<file path="src/rtl/fqc_pkg.sv">
// Shared definitions for the factorial queue controller: register indices,
// STATUS/interrupt bit positions and the job FSM encoding.
package fqc_pkg;

  localparam logic [2:0] REG_CTRL      = 3'd0;
  localparam logic [2:0] REG_STATUS    = 3'd1;
  localparam logic [2:0] REG_INTR_EN   = 3'd2;
  localparam logic [2:0] REG_INTR_STAT = 3'd3;
  localparam logic [2:0] REG_OPERAND   = 3'd4;
  localparam logic [2:0] REG_RESULT_H  = 3'd5;
  localparam logic [2:0] REG_RESULT_L  = 3'd6;

  localparam int CTRL_ENABLE = 0;
  localparam int CTRL_CLEAR  = 1;

  localparam int ST_BUSY        = 0;
  localparam int ST_OP_FULL     = 1;
  localparam int ST_OP_EMPTY    = 2;
  localparam int ST_RES_EMPTY   = 3;
  localparam int ST_RES_FULL    = 4;
  localparam int ST_OP_CNT_LSB  = 8;
  localparam int ST_RES_CNT_LSB = 16;

  localparam int INTR_RESULT   = 0;
  localparam int INTR_OVERFLOW = 1;
  localparam int INTR_TIMEOUT  = 2;
  localparam int INTR_W        = 3;

  typedef enum logic [1:0] {
    S_IDLE  = 2'd0,
    S_ISSUE = 2'd1,
    S_WAIT  = 2'd2
  } fsm_state_t;

endpackage

</file>
<file path="src/rtl/factorial_queue_controller_fifo.sv">
// Synchronous show-ahead FIFO with flush; a push into a full FIFO is accepted
// only when a pop frees a slot in the same cycle.
module sync_fifo #(
  parameter int WIDTH = 8,
  parameter int DEPTH = 4
) (
  input  logic                     clk,
  input  logic                     reset,
  input  logic                     push,
  input  logic                     pop,
  input  logic                     flush,
  input  logic [WIDTH-1:0]         din,
  output logic [WIDTH-1:0]         head,
  output logic [$clog2(DEPTH):0]   count,
  output logic                     full,
  output logic                     empty
);

  localparam int AW = $clog2(DEPTH);

  logic [WIDTH-1:0] mem [DEPTH];
  logic [AW-1:0]    wr_ptr;
  logic [AW-1:0]    rd_ptr;
  logic             do_push;
  logic             do_pop;

  assign full    = (count == (AW+1)'(DEPTH));
  assign empty   = (count == '0);
  assign do_pop  = pop && !empty;
  assign do_push = push && (!full || do_pop);
  assign head    = mem[rd_ptr];

  always_ff @(posedge clk or posedge reset) begin
    if (reset) begin
      wr_ptr <= '0;
      rd_ptr <= '0;
      count  <= '0;
      for (int i = 0; i < DEPTH; i++) mem[i] <= '0;
    end else if (flush) begin
      wr_ptr <= '0;
      rd_ptr <= '0;
      count  <= '0;
    end else begin
      if (do_push) begin
        mem[wr_ptr] <= din;
        wr_ptr      <= wr_ptr + 1'b1;
      end
      if (do_pop) rd_ptr <= rd_ptr + 1'b1;
      case ({do_push, do_pop})
        2'b10:   count <= count + 1'b1;
        2'b01:   count <= count - 1'b1;
        default: ;
      endcase
    end
  end

endmodule

</file>
<file path="src/rtl/factorial_queue_controller.sv">
// Bus-mapped controller for the factorial core: queues operands, runs one job
// at a time under a watchdog, buffers results and raises maskable interrupts.
module factorial_queue_controller
  import fqc_pkg::*;
#(
  parameter int DATA_W    = 64,
  parameter int OP_DEPTH  = 4,
  parameter int RES_DEPTH = 4,
  parameter int TIMEOUT   = 1024
) (
  input  logic              clk,
  input  logic              reset,
  input  logic              s_sel,
  input  logic              s_wr,
  input  logic [15:0]       s_addr,
  input  logic [DATA_W-1:0] s_din,
  output logic [DATA_W-1:0] s_dout,
  output logic              core_start,
  output logic              core_clear,
  output logic [DATA_W-1:0] core_operand,
  input  logic              core_done,
  input  logic [DATA_W-1:0] core_rh,
  input  logic [DATA_W-1:0] core_rl,
  output logic              irq
);

  localparam int OCW  = $clog2(OP_DEPTH) + 1;
  localparam int RCW  = $clog2(RES_DEPTH) + 1;
  localparam int WD_W = $clog2(TIMEOUT + 2);

  fsm_state_t        state;
  logic              enable;
  logic [INTR_W-1:0] intr_en;
  logic [INTR_W-1:0] intr_stat;
  logic [WD_W-1:0]   wd_cnt;

  logic [2:0]        reg_idx;
  logic              wr_en;
  logic              rd_en;
  logic              clear_req;
  logic              issue_go;
  logic              job_done;
  logic              wd_expire;
  logic              op_overflow;
  logic [INTR_W-1:0] hw_set;
  logic [INTR_W-1:0] w1c_mask;
  logic [DATA_W-1:0] rd_data;
  logic              unused_addr;

  logic              op_push, op_pop, op_full, op_empty;
  logic [DATA_W-1:0] op_head;
  logic [OCW-1:0]    op_count;

  logic                res_push, res_pop, res_full, res_empty;
  logic [2*DATA_W-1:0] res_head;
  logic [RCW-1:0]      res_count;

  assign reg_idx     = s_addr[5:3];
  assign unused_addr = ^{s_addr[15:6], s_addr[2:0]};
  assign wr_en       = s_sel && s_wr;
  assign rd_en       = s_sel && !s_wr;
  assign clear_req   = wr_en && (reg_idx == REG_CTRL) && s_din[CTRL_CLEAR];

  assign issue_go    = (state == S_IDLE) && enable && !op_empty && !res_full;
  assign op_pop      = (state == S_ISSUE);
  assign op_push     = wr_en && (reg_idx == REG_OPERAND);
  assign op_overflow = op_push && op_full && !op_pop;

  // A clear in the same cycle discards any result the core presents.
  assign job_done  = (state == S_WAIT) && core_done && !clear_req;
  assign wd_expire = (TIMEOUT != 0) && (state == S_WAIT) && !core_done &&
                     (wd_cnt >= WD_W'(TIMEOUT - 1));

  assign res_push = job_done;
  assign res_pop  = rd_en && (reg_idx == REG_RESULT_L) && !res_empty;

  assign irq = |(intr_stat & intr_en);

  always_comb begin
    hw_set                = '0;
    hw_set[INTR_RESULT]   = job_done;
    hw_set[INTR_OVERFLOW] = op_overflow;
    hw_set[INTR_TIMEOUT]  = wd_expire;
    w1c_mask = (wr_en && (reg_idx == REG_INTR_STAT)) ? s_din[INTR_W-1:0] : '0;
  end

  sync_fifo #(.WIDTH(DATA_W), .DEPTH(OP_DEPTH)) u_op_fifo (
    .clk   (clk),
    .reset (reset),
    .push  (op_push),
    .pop   (op_pop),
    .flush (clear_req),
    .din   (s_din),
    .head  (op_head),
    .count (op_count),
    .full  (op_full),
    .empty (op_empty)
  );

  sync_fifo #(.WIDTH(2*DATA_W), .DEPTH(RES_DEPTH)) u_res_fifo (
    .clk   (clk),
    .reset (reset),
    .push  (res_push),
    .pop   (res_pop),
    .flush (clear_req),
    .din   ({core_rh, core_rl}),
    .head  (res_head),
    .count (res_count),
    .full  (res_full),
    .empty (res_empty)
  );

  always_ff @(posedge clk or posedge reset) begin
    if (reset) begin
      state        <= S_IDLE;
      enable       <= 1'b0;
      intr_en      <= '0;
      intr_stat    <= '0;
      wd_cnt       <= '0;
      core_start   <= 1'b0;
      core_clear   <= 1'b0;
      core_operand <= '0;
    end else begin
      core_start <= 1'b0;
      core_clear <= 1'b0;
      if (wr_en && (reg_idx == REG_CTRL))    enable  <= s_din[CTRL_ENABLE];
      if (wr_en && (reg_idx == REG_INTR_EN)) intr_en <= s_din[INTR_W-1:0];
      if (clear_req) begin
        state      <= S_IDLE;
        intr_stat  <= '0;
        core_clear <= 1'b1;
      end else begin
        // Hardware sets are ORed after the W1C mask so a coincident set wins.
        intr_stat <= (intr_stat & ~w1c_mask) | hw_set;
        case (state)
          S_IDLE: begin
            if (issue_go) begin
              state        <= S_ISSUE;
              core_start   <= 1'b1;
              core_operand <= op_head;
              wd_cnt       <= '0;
            end
          end
          S_ISSUE: begin
            state  <= S_WAIT;
            wd_cnt <= wd_cnt + 1'b1;
          end
          S_WAIT: begin
            if (job_done) begin
              state <= S_IDLE;
            end else if (wd_expire) begin
              state      <= S_IDLE;
              core_clear <= 1'b1;
            end else begin
              wd_cnt <= wd_cnt + 1'b1;
            end
          end
          default: state <= S_IDLE;
        endcase
      end
    end
  end

  always_comb begin
    rd_data = '0;
    case (reg_idx)
      REG_CTRL:      rd_data[CTRL_ENABLE] = enable;
      REG_STATUS: begin
        rd_data[ST_BUSY]                   = (state != S_IDLE);
        rd_data[ST_OP_FULL]                = op_full;
        rd_data[ST_OP_EMPTY]               = op_empty;
        rd_data[ST_RES_EMPTY]              = res_empty;
        rd_data[ST_RES_FULL]               = res_full;
        rd_data[ST_OP_CNT_LSB +: OCW]      = op_count;
        rd_data[ST_RES_CNT_LSB +: RCW]     = res_count;
      end
      REG_INTR_EN:   rd_data[INTR_W-1:0] = intr_en;
      REG_INTR_STAT: rd_data[INTR_W-1:0] = intr_stat;
      REG_RESULT_H:  rd_data = res_empty ? '0 : res_head[2*DATA_W-1:DATA_W];
      REG_RESULT_L:  rd_data = res_empty ? '0 : res_head[DATA_W-1:0];
      default:       rd_data = '0;
    endcase
  end

  always_ff @(posedge clk or posedge reset) begin
    if (reset)      s_dout <= '0;
    else if (rd_en) s_dout <= rd_data;
  end

endmodule
</file>
<file path="config.mk">
export PLATFORM = sky130hd
export DESIGN_NAME = factorial_queue_controller
export DESIGN_NICKNAME = d
export VERILOG_FILES = /design/src/rtl/fqc_pkg.sv /design/src/rtl/factorial_queue_controller_fifo.sv /design/src/rtl/factorial_queue_controller.sv
export SDC_FILE = /design/constraint.sdc
export NUM_CORES = 2
export LEC_CHECK = 0
export CORE_MARGIN = 2
export CORE_UTILIZATION = 45
export CTS_CLUSTER_DIAMETER = 150
export CTS_CLUSTER_SIZE = 16
export DETAILED_ROUTE_END_ITERATION = 16
export GPL_ROUTABILITY_DRIVEN = 0
export PLACE_DENSITY = 0.76
export SETUP_SLACK_MARGIN = 0.4
export SLEW_MARGIN = 20
export SYNTH_ARGS = -nofsm -noshare
export SYNTH_HDL_FRONTEND = slang
export SYNTH_SLANG_ARGS = --single-unit
</file>
<file path="constraint.sdc">
create_clock -name clk -period 29.2 [get_ports clk]
set_input_delay 2.92 -clock clk [delete_from_list [all_inputs] [get_ports clk]]
set_output_delay 2.92 -clock clk [all_outputs]
set_load 0.05 [all_outputs]
</file>
== Yosys cells after proc, flatten, opt, wreduce, memory -nomap -nowiden ==
Cells that the tools add are included.
Storage, ports and cells
  word-level logic and storage cells: 171
  output and inout bits: 131
  flip-flop bits (word level): 932
  input bits: 213
Operators by class
  mux-type cells: 52
  equality and inequality tests: 19
  bitwise logic cells: 9
  add/sub/neg operators: 9
  order comparisons: 7
  reductions and logical operators: 52
Operators with widths (number)
  $bwmux W512: 1
  $mux W128: 3
  $mux W64: 5
  $bmux W128 S2: 1
  $bwmux W256: 1
  $demux W128 S2: 1
  $bmux W64 S2: 1
  $demux W64 S2: 1
  $pmux W45 S2: 1
  $mux W11: 3
  $pmux W11 S3: 1
  $logic_and A1 B1 Y1: 24
  $mux W2: 12
  $pmux W3 S2: 3
  $pmux W3 S3: 2
  $eq A3 B3 Y1 const B: 5
  $ge A3 B3 Y1 const B: 4
  $mux W3: 4
  $not A2 Y3: 4
  $pmux W2 S3: 2
  $add A11 B1 Y11 const B: 1
  $ge A11 B10 Y1 const B: 1
  $pmux W2 S5: 1
  $pmux W5 S2: 1
  other kinds (27): 65

== Depth between registers and ports, before layout ==
  depth after elaboration: 10
  mapped depth: 10
  depth with buffers taken out: 10

== Hierarchy ==
From an unflattened synthesis, not the netlist that was laid out.
Second synthesis, totals
  cell total of the unflattened synthesis: 2504
  area total of the unflattened synthesis: 42689.7 µm²
By module, submodules not included
  sync_fifo at u_res_fifo: sequential area each 12987.5 µm², area an instance 24737.5 µm², cells each 1304, instances 1
  sync_fifo at u_op_fifo: sequential area each 6581.3 µm², area an instance 11502.3 µm², cells each 680, instances 1
  factorial_queue_controller: sequential area each 3753.6 µm², area an instance 6449.9 µm², cells each 520, instances 1

== Worst setup path before layout ==
Ideal clock, no wire load.
  kind: in2reg
  start: input port s_addr[3]
  end: register u_res_fifo.mem[100] in the netlist's numbering
  path buffers: 3
  stages: 8
  path slack: 24.531 ns
  setup time: 0.125 ns
  data arrival time: 4.544 ns
  data required time: 29.075 ns
  cells stage by stage: clkbuf_1 > nor2b_1 > nand3_1 > a21oi_1 > and3_1 > buf_4 > buf_6 > mux2_2
Between the ends
  longest elaborated chain between the ends: 7
  elaborated cells on any way between the ends: 13
  classes of those cells: eq/ne: 1; bitwise: 1; reduce/logical: 11
RTL lines
  from (decl): line factorial_queue_controller.sv:15  | input logic [15:0] s_addr,
  $eq A3 B3 Y1 or $logic_not A3 Y1 (tied branches): line factorial_queue_controller.sv:75, factorial_queue_controller.sv:62
  $logic_and A1 B1 Y1, on equally long branches (2 in a row): line factorial_queue_controller.sv:75, factorial_queue_controller.sv:62
  $logic_and A1 B1 Y1 or $logic_not A1 Y1 (tied branches): line factorial_queue_controller_fifo.sv:29, factorial_queue_controller.sv:70
  $logic_or A1 B1 Y1 or $logic_and A1 B1 Y1 (tied branches): line factorial_queue_controller_fifo.sv:30, factorial_queue_controller.sv:70
  $logic_and A1 B1 Y1: line factorial_queue_controller_fifo.sv:30  | assign do_push = push && (!full || do_pop);
  $reduce_and A2 Y1 (no line) (*)
  to (signal, indexed assignment): line factorial_queue_controller_fifo.sv:45  | mem[wr_ptr] <= din;
  to (decl): line factorial_queue_controller_fifo.sv:21  | logic [WIDTH-1:0] mem [DEPTH];
Mark *: on every way between the ends. The rest lies on a longest branch, timed or not.
A chain may end at the register's enable or synchronous reset.

== Final worst setup path ==
  start: input port s_addr[4]
  end: register u_res_fifo.mem[231] in the netlist's numbering
The elaborated chain is that of the path after synthesis.

==> metrics.cfg <==
[min_path]
min_delay_path_depth = 2
min_delay_worst_endpoint = s_dout[26]
worstHoldPathType = flip-flop to flip-flop
source_of_the_worst_hold_timing_path = s_dout[26]

[yosys]
synthSimpleGateAreaFrac_pct = 2.901
mappedNetlistNets = 2755
synth_area_per_cell_sq_um = 16.02
synth-edff-count = 0
synth_flop_cell = sky130_fd_sc_hd__dfrtp_1
synth.cell_area_sq_mm = 0.04050
synth_compound_gate_area_share_pct = 2.002
ys_types = 56
yosys_register_bits = 932
post_synthesis_cells = 2528
synth_top_family_by_area = multiplexers
adder_cell_share_of_the_synthesized_area_pct = 0.4696
post_synth_xor_area_fraction_pct = 0.1730
sequential_element_share_of_the_synthesized_area_pct = 57.59
muxShareOfSynthArea_pct = 34.06
share_of_flip_flops_with_an_asynchronous_set_or_reset_pct = 100.0
yosysWarningCount = 0

[timing]
timing_max_transition_violations_final = 0
grt_setup_unrepaired = no
final_period_minus_worst_setup_slack_ns = 7.429
final-setup-viol-count = 0
post-route-period-util_pct = 25.44
worst_clock_skew_ns = 0.02483
worst_hold_check_slack_ns = 0.4651
fmax_mhz = 134.6
slew_headroom_pct = 23.24
timing_hold_violations_final = 0
worst-slew-pin-transition_ns = 1.151
totalNegativeSetupSlack_ns = 0

[setup_path]
timing.rr.start = u_res_fifo.count[0]
worst-setup-path-type = primary input to flip-flop
crit_start = s_addr[4]
worst_path_most_repeated_cell = sky130_fd_sc_hd__buf_4
crit_slowest_cell = sky130_fd_sc_hd__buf_4
cp_cell_sequence = clkdlybuf4s50_1 -> nor2b_1 -> nand3_1 -> a21oi_1 -> and3_4 -> buf_4 -> buf_4 -> mux2_2
worst_ep_required_time_ns = 29.71
max_stage_delay_ns = 0.80
top_fanout_value_on_the_critical_path = 51
regToRegSetupSlack_ns = 24.85
ff_to_ff_end = u_res_fifo.mem[231]
crit_path_start_kind = primary input
r2r.worst_path.cells = 7
worstPathArrival_ns = 7.93
critPathCaptureType = flip-flop

[grt]
overflow = 0
antenna_found_initial = 21
first_global_vias = 25580
global_route.usage.total_pct = 20.64
pin_count_of_the_biggest_net_entering_global_routing = 188
grt_pass1_wl_mm = 149.9

[cells_and_area]
layout.cells.most_common_list = sky130_fd_sc_hd__dfrtp_1, sky130_fd_sc_hd__mux2_2, sky130_fd_sc_hd__clkdlybuf4s50_1, sky130_fd_sc_hd__mux4_2, sky130_fd_sc_hd__nand2_1
drive_gt1_share_pct = 40.01
leading_cell_type_in_the_layout_fill_and_taps_excluded = sky130_fd_sc_hd__dfrtp_1
nets = 3023
postLayoutCoreUtil_pct = 51.88
area_delta_synth_final_pct = 14.78

[clock_tree]
tritoncts_num_sinks = 932
clock_latency_ns = 0.63
worst_setup_hold_path_clk_slew_ns = 0.07
tritoncts = yes
post_cts_buffers = 0
cts_max_path_buffers = 3
cts_buffers = 68
cts_repair_resize_count = 0
cts_root_buffer = sky130_fd_sc_hd__clkbuf_16
postCtsHoldBufs = 0
clock_tree.htree_level_count = 3

[drt]
first_iter_violations = 1491
avgRoutedWirePerCell_microns = 23.73
drt_pre_antenna_iters = 5
routed-via-count = 22920
drt-total-wl_mm = 94.60
drc_errors = 0
drt-vias-per-instance = 5.749
detail-route-antenna-nets = 0

[floorplanning]
start_util_pct = 45.20
pin_count = 344
vertical_die_dimension_microns = 304.0
die_span_x_microns = 304.0
fp-row-count = 110
die-area_sq_mm = 0.09240
core_area_sq_mm = 0.08960

[place]
dp.final_hpwl_mm = 57.57
buffers_on_ports = 330

[power_and_ir_drop]
max-vdd-ir-drop_mv = 0.05661
p_leak_nw = 20.84
power_density_mw_per_mm2 = 99.16

[job]
maxCapViolCount = 0

[status]
status = finished, final reports clean

==> how the worst max path moves through the flow <==
| stage | end | slack [ns] | cells past startpoint |
|---|---|---|---|
| after detailed placement | u_res_fifo.mem[231] | 21.17 | 8 |
| final | u_res_fifo.mem[231] | 21.77 | 8 |
| after global routing | u_res_fifo.mem[370] | 21.56 | 8 |
| after global placement | u_res_fifo.mem[433] | 21.29 | 8 |
| after floorplan | core_clear | 13.45 | 1 |
| after CTS | u_res_fifo.mem[231] | 21.84 | 8 |
==> cell families (layout without fill, tap and decap cells) <==
logic type / count (synthesis) / count (layout)
xor gates and xnor gates: 8 / 8
adders and majority gates: 14 / 14
AOI/OAI and AO/OA: 111 / 111
DFF: 932 / 932
and+or+nand+nor: 251 / 251
other: 0 / 6
muxes: 1032 / 1032
buffers and inverters: 180 / 456
==> power breakdown <==
group | switching (mW) | total, mW | internal [mW] | leakage (nW)
clock network | 0.447 | 0.876 | 0.429 | 0.907
logic | 0.727 | 1.62 | 0.892 | 7.77
registers | 0.313 | 2.11 | 1.80 | 12.2
total | 1.49 | 4.61 | 3.12 | 20.8
==> per-stage QoR <==
step	area (sq um)	total power, mW	setup WS [ns]	instances
4_1_cts	46380	4.661	21.84	3977
3_5_place_dp	44530	3.772	21.17	3899
5_1_grt	46480	4.864	21.56	3984
3_3_place_gp	44520	3.646	21.29	3899
6_report	46480	4.609	21.77	3986
2_1_floorplan	40500	3.312	13.45	2528
==> per-layer routing <==
metal	GRT usage, %	share of wire (%)
met1	25.95	41
met4	5.519	2.2
met2	35.79	51
met5	0	0.17
met3	4.903	6.2
==> cells in the mapped netlist, types with 2 or more instances <==
cell,n,share of area [%]
sky130_fd_sc_hd__nand3_1,28,0.35
sky130_fd_sc_hd__a22oi_1,66,1.2
sky130_fd_sc_hd__buf_1,2,0.019
sky130_fd_sc_hd__mux4_2,193,11
sky130_fd_sc_hd__o221ai_1,4,0.087
sky130_fd_sc_hd__nand2_2,4,0.062
sky130_fd_sc_hd__nand2_1,143,1.3
sky130_fd_sc_hd__and3_1,10,0.15
sky130_fd_sc_hd__a31o_2,2,0.043
sky130_fd_sc_hd__inv_1,14,0.13
sky130_fd_sc_hd__o21a_1,2,0.037
sky130_fd_sc_hd__clkbuf_1,57,0.53
sky130_fd_sc_hd__o31ai_1,4,0.074
sky130_fd_sc_hd__o21ai_0,11,0.14
sky130_fd_sc_hd__nor2b_1,5,0.077
sky130_fd_sc_hd__mux2_2,796,22
sky130_fd_sc_hd__fa_1,2,0.099
sky130_fd_sc_hd__mux2i_1,3,0.074
sky130_fd_sc_hd__dfrtp_1,932,58
sky130_fd_sc_hd__nand3b_1,3,0.056
sky130_fd_sc_hd__buf_4,18,0.33
sky130_fd_sc_hd__xor2_1,3,0.065
sky130_fd_sc_hd__nor2_1,22,0.20
sky130_fd_sc_hd__and2_1,2,0.031
sky130_fd_sc_hd__nand2b_1,6,0.093
sky130_fd_sc_hd__xnor2_1,5,0.11
sky130_fd_sc_hd__ha_1,12,0.37
sky130_fd_sc_hd__or4b_1,4,0.099
sky130_fd_sc_hd__a21oi_1,8,0.099
sky130_fd_sc_hd__and4_1,3,0.065
sky130_fd_sc_hd__buf_6,45,1.3
sky130_fd_sc_hd__nand4_1,7,0.11
sky130_fd_sc_hd__mux2_1,40,1.1
sky130_fd_sc_hd__or4b_2,2,0.049
sky130_fd_sc_hd__buf_2,44,0.54
sky130_fd_sc_hd__nor3_1,6,0.074
==> area by class of cell <==
type / instances / area, sq um
diodes: 6 / 15.01
clock buffers: 71 / 1734
clock inverters: 7 / 117.6
fillers: 7169 / 43120
inverters: 14 / 56.30
multi-input cells: 1416 / 16100
flip-flops and latches: 932 / 23330
well taps: 1176 / 1471
repair buffers: 364 / 3650
==> state kept, by name, summed over array words and instances (netlist names) <==
| signal | flops |
|---|---|
| u_op_fifo.mem | 256 |
| u_res_fifo.wr_ptr | 2 |
| s_dout | 64 |
| enable | 1 |
| core_start | 1 |
| u_op_fifo.wr_ptr | 2 |
| state | 2 |
| u_res_fifo.mem | 512 |
| intr_stat | 3 |
| u_op_fifo.rd_ptr | 2 |
| u_res_fifo.rd_ptr | 2 |
| intr_en | 3 |
| core_operand | 64 |
| core_clear | 1 |
| wd_cnt | 11 |
| u_op_fifo.count | 3 |
| u_res_fifo.count | 3 |
==> critical path: cells and delay by family <==
| kind | cells | cell delay [ns] |
|---|---|---|
| buffers and inverters | 3 | 2.28 |
| and+or+nand+nor | 3 | 1.64 |
| AOI/OAI and AO/OA | 1 | 0.54 |
| muxes | 1 | 0.42 |
No activity file was read; power rests on OpenSTA's default activity.
